### src/rtl/arb_pkg.sv
// Shared definitions for the eight-way round-robin arbiter: FSM state
// encoding and the requester count/index width.
package arb_pkg;

   typedef enum logic {
      IDLE  = 1'b0,
      GRANT = 1'b1
   } arb_state_e;

   localparam int unsigned ARB_N     = 8;
   localparam int unsigned ARB_IDX_W = 3;

endpackage : arb_pkg

### src/rtl/rr_pick8.sv
// Combinational round-robin pick: rotate the request vector so the pointer
// position lands at bit 0, find the lowest set bit, then add the pointer
// back to recover the absolute requester index.
module rr_pick8
   import arb_pkg::*;
(
   input  logic [ARB_N-1:0]     req_i,
   input  logic [ARB_IDX_W-1:0] ptr_i,
   output logic [ARB_IDX_W-1:0] win_idx_o,
   output logic                 win_any_o
);

   logic [ARB_N-1:0]     rot;
   logic [ARB_IDX_W-1:0] offs;
   logic                 found;

   // Rotate right by ptr, priority-find from bit 0, un-rotate by adding ptr
   always_comb begin
      rot   = ARB_N'({req_i, req_i} >> ptr_i);
      offs  = '0;
      found = 1'b0;
      for (int unsigned i = 0; i < ARB_N; i++) begin
         if (!found && rot[i]) begin
            offs  = ARB_IDX_W'(i);
            found = 1'b1;
         end
      end
      win_idx_o = ptr_i + offs;
      win_any_o = |req_i;
   end

endmodule : rr_pick8

### src/rtl/rr_arbiter8.sv
// Eight-way round-robin arbiter with held grants. All outputs are registered;
// grant is one-hot while owned and all-zero otherwise.
// Optional forced release after MAX_HOLD cycles: define RR_ARBITER8_TIMEOUT_EN.
module rr_arbiter8
   import arb_pkg::*;
#(
   parameter int unsigned MAX_HOLD = 16
) (
   input  logic             clk,
   input  logic             rst,
   input  logic [ARB_N-1:0] req_i,
   input  logic             release_i,
   output logic [ARB_N-1:0] grant_o,
   output logic             grant_valid_o,
   output logic             timeout_o
);

   if (MAX_HOLD < 1 || MAX_HOLD > 255) begin : g_bad_max_hold
      $error("rr_arbiter8: MAX_HOLD must be in 1..255");
   end

   arb_state_e           state_q;
   logic [ARB_N-1:0]     grant_q;
   logic                 grant_valid_q;
   logic [ARB_IDX_W-1:0] ptr_q;
   logic [ARB_IDX_W-1:0] owner_q;

   logic [ARB_IDX_W-1:0] win_idx;
   logic                 win_any;
   logic [ARB_N-1:0]     win_onehot_d;
   logic                 expire;

   rr_pick8 u_pick (
      .req_i     (req_i),
      .ptr_i     (ptr_q),
      .win_idx_o (win_idx),
      .win_any_o (win_any)
   );

   // One-hot decode of the winning index
   always_comb begin
      win_onehot_d          = '0;
      win_onehot_d[win_idx] = 1'b1;
   end

`ifdef RR_ARBITER8_TIMEOUT_EN
   logic [7:0] hold_cnt_q;
   logic       timeout_q;

   assign expire = (hold_cnt_q == 8'(MAX_HOLD - 1));

   // Hold counter and timeout pulse; a coincident release wins over expiry
   always_ff @(posedge clk) begin
      if (rst) begin
         hold_cnt_q <= '0;
         timeout_q  <= 1'b0;
      end else begin
         timeout_q <= 1'b0;
         if (state_q == IDLE) begin
            hold_cnt_q <= '0;
         end else begin
            hold_cnt_q <= hold_cnt_q + 8'd1;
            if (expire && !release_i) begin
               timeout_q <= 1'b1;
            end
         end
      end
   end

   assign timeout_o = timeout_q;
`else
   assign expire    = 1'b0;
   assign timeout_o = 1'b0;
`endif

   // Arbitration FSM: grant in IDLE, hold in GRANT until release or expiry
   always_ff @(posedge clk) begin
      if (rst) begin
         state_q       <= IDLE;
         grant_q       <= '0;
         grant_valid_q <= 1'b0;
         ptr_q         <= '0;
         owner_q       <= '0;
      end else begin
         case (state_q)
            IDLE: begin
               if (win_any) begin
                  state_q       <= GRANT;
                  grant_q       <= win_onehot_d;
                  grant_valid_q <= 1'b1;
                  owner_q       <= win_idx;
               end
            end
            GRANT: begin
               if (release_i || expire) begin
                  state_q       <= IDLE;
                  grant_q       <= '0;
                  grant_valid_q <= 1'b0;
                  ptr_q         <= owner_q + 3'd1;
               end
            end
            default: begin
               state_q <= IDLE;
            end
         endcase
      end
   end

   assign grant_o       = grant_q;
   assign grant_valid_o = grant_valid_q;

endmodule : rr_arbiter8

### config.mk
export PLATFORM = sky130hd
export DESIGN_NAME = rr_arbiter8
export DESIGN_NICKNAME = d
export VERILOG_FILES = /design/src/rtl/arb_pkg.sv /design/src/rtl/rr_pick8.sv /design/src/rtl/rr_arbiter8.sv
export SDC_FILE = /design/constraint.sdc
export NUM_CORES = 1
export LEC_CHECK = 0
export ABC_AREA = 1
export BUFFER_PORTS_ARGS = -buffer_cell sky130_fd_sc_hd__buf_2
export CAP_MARGIN = 20
export CORE_MARGIN = 2
export CORE_UTILIZATION = 50
export DETAILED_ROUTE_END_ITERATION = 8
export MAX_ROUTING_LAYER = met4
export PLACE_DENSITY = 0.81
export SLEW_MARGIN = 20
export SYNTH_ARGS = -nofsm -noshare
export SYNTH_HDL_FRONTEND = slang
export SYNTH_SLANG_ARGS = --single-unit
### constraint.sdc
create_clock -name clk -period 3.2 [get_ports clk]
set_input_delay 0.48 -clock clk [delete_from_list [all_inputs] [get_ports clk]]
set_output_delay 0.48 -clock clk [all_outputs]
set_load 0.03 [all_outputs]
==> results.tsv <==
metric	value	unit
Reg area	320.3	um2
number of global-route vias before repair	993	
post-synth top area cell	dfxtp_1	
Final nets	203	
total CTS buffers	3	
area of the multi-input gates	760.7	um2
gpl congestion	0.9003	
reg2reg setup slack	270	ps
Yosys top cell area share	27.23	%
Setup CP Type	reg2reg	
average wire per standard cell	10.97	um
fmax	341.6	MHz
Syn Area/Cell	6.959	um2
HP Start	grant_o[7]$_SDFFE_PP0P_	
Rel. slew slack	66.41	%
crit path time final	2927	ps
Yosys Warn Count	0	
#FFs+latches synth	16	
Vias	1149	
row cnt	17	
hold path endpoint	grant_o[7]$_SDFFE_PP0P_	
commonest non-fill, non-tap cells in the layout	nand2_1 (47), nand3_1 (22), buf_2 (19)	
Hold-fix buffers, CTS	0	
hold crit path type	reg2reg	
drt first pass iters	4	
commonest non-fill, non-tap cell in the layout	nand2_1	
Tot GR Track Use	19.39	%
CTS root buffer	clkbuf_4	
Mapped Cells	169	
Layout area overhead	11.28	%
Avg Vias per Cell	5.319	
total gr overflow	0	
status	finished, final reports clean	
H-Tree Level Count	1	
Initial Util	53.17	%
drc violations	0	
Worst Path Arrival	3150	ps
Post-Synthesis Net Count	183	
Routed WL	2370	um
Worst-Margin Slew	502.0	ps
post-synthesis sequential area ratio	27.23	%
IR drop worst, VDD	310.0	uV
largest net degree at the start of global routing	11	
max-cap viol count	0	
worst skew pair latency	280	ps
fraction of layout instances using a drive strength above 1	26.60	%
total power	591.6	uW
setup TNS	0	ps
Clock Pin Slew Worst Setup and Hold Paths	90	ps
CTS max path bufs	2	
first-pass GRT wire length	3988	um
Fillers	220	
total power per unit cell area	452.0	nW/um2
Max Slew Vio Count	0	
synth top area cells	dfxtp_1 (27%), nand2_1 (15%), nand3_1 (9.4%)	
Die X-Extent	52.50	um
crit end category	register	
ANT cells	0	
RSZ-0062 raised after global routing	no	
R2R Path End	grant_o[2]$_SDFFE_PP0P_	
Leak Pwr	0.6629	nW
post-CTS sizing	0	
Reg2Reg Launch Point	ptr_q[1]$_SDFFE_PP0P_	
antenna-violating nets left	0	
final hold violation count	0	
Die Span Y	52.50	um
I/O pins	21	
CTS tree	done	
Synth cell types	28	
Setup Buffers After CTS	0	
Final Skew	5.024	ps
Detail Placement HPWL	1950	um
DRT iter0 DRCs	31	
Period Utilization, post-route	91.47	%
CP max FO	10	
antenna violations before repair	0	
final setup violation count	0	
PortBufs	19	
clk sinks	16	
core outline area	2212	um2
WHS Path Cells	2	
CP Launch Type	register	
CP Data Required Time	3420	ps
Netlist Area Pre-Place	1176	um2
R2R depth	17	
Die ar.	2756	um2
-- state kept, by name (all words and copies together) (netlist names) --
signal,count
grant_o,8
ptr_q,3
grant_valid_o,1
state_q,1
owner_q,3
-- power breakdown --
part | total [mW] | switching [mW] | internal (mW) | leakage (nW)
combinational | 0.230 | 0.156 | 0.0739 | 0.511
sequential | 0.232 | 0.0150 | 0.218 | 0.131
clock | 0.129 | 0.0597 | 0.0692 | 0.0210
total | 0.592 | 0.231 | 0.361 | 0.663
-- logic make-up after synthesis --
group                    after synthesis  share of synthesized area, %
AO/OA/AOI/OAI                         21                         9.362
XOR/XNOR                               2                         1.490
buffers and inverters                 18                         8.084
adder cells (fa/ha/maj)                3                         3.830
AND/OR/NAND/NOR                      108                         49.68
flip-flops                            16                         27.23
other                                  1                        0.3188
-- critical path: stages (launching register included) --
cell and delay (ps):
dfxtp_1 590, inv_2 170, nand3_1 160, nand2_1 60, nand2_1 100, nand2_2 80
nand2_4 90, nor2_8 50, nand3_2 90, nand3_1 100, ha_1 200, fa_1 370
xor2_1 180, inv_1 80, nand4_2 190, nand2_4 140, nand3_1 80, a21oi_1 130
-- final cells by class --
cell class / count / area share, %
clock buffer: 4 / 2.772
inverter: 13 / 4.111
multi-input combinational: 135 / 58.13
sequential: 16 / 24.47
tap: 28 / 2.677
timing repair buffer: 20 / 7.839
-- per-stage QoR --
| step | area, um2 | util [%] | worst slack (ps) | cells | hold slack [ps] |
|---|---|---|---|---|---|
| 6_report | 1309 | 59.16 | 273.0 | 216 | 469.1 |
| 5_1_grt | 1309 | 59.16 | 13.25 | 216 | 478.1 |
| 4_1_cts | 1309 | 59.16 | 291.4 | 216 | 465.8 |
| 3_5_place_dp | 1272 | 57.52 | 311.9 | 212 | 456.4 |
| 3_3_place_gp | 1272 | 57.52 | 385.1 | 212 | 451.2 |
| 2_1_floorplan | 1176 | - | 715.0 | 169 | 457.6 |
-- how the worst max path moves through the flow --
stage	startpoint	end	slack, ps	cells after the start
floorplan	ptr_q[0]$_SDFFE_PP0P_	grant_o[2]$_SDFFE_PP0P_	720	19
global placement	ptr_q[1]$_SDFFE_PP0P_	grant_o[0]$_SDFFE_PP0P_	390	17
detailed placement	ptr_q[1]$_SDFFE_PP0P_	grant_o[2]$_SDFFE_PP0P_	310	17
CTS	ptr_q[1]$_SDFFE_PP0P_	grant_o[2]$_SDFFE_PP0P_	290	17
global route	ptr_q[1]$_SDFFE_PP0P_	grant_o[3]$_SDFFE_PP0P_	10	17
finish	ptr_q[1]$_SDFFE_PP0P_	grant_o[2]$_SDFFE_PP0P_	270	17
-- synth_stat cells --
library cell,instances
clkbuf_1,1
nor2_1,8
fa_1,1
nand2_2,12
nand4_1,5
clkinv_1,1
nor2_8,1
dfxtp_1,16
xor2_1,1
a21oi_1,13
nand4_2,1
xnor2_1,1
inv_6,1
a211oi_1,1
o211ai_1,1
o21ai_0,6
inv_2,1
ha_1,2
conb_1,1
nor4_1,2
nand4_4,1
nand3_2,5
buf_4,2
inv_1,10
nand2_4,4
buf_6,2
nand2_1,47
nand3_1,22
-- layer usage --
metal	vias up	wire length [um]	part of all wire, %	GRT usage [%]
met5	-	0	0	-
met4	0	12	0.51	4.701
met3	2	104	4.4	3.429
met2	22	1151	49	30.83
met1	524	1100	46	25.62
li1	601	-	-	-
(Power assumes the default switching activity.)
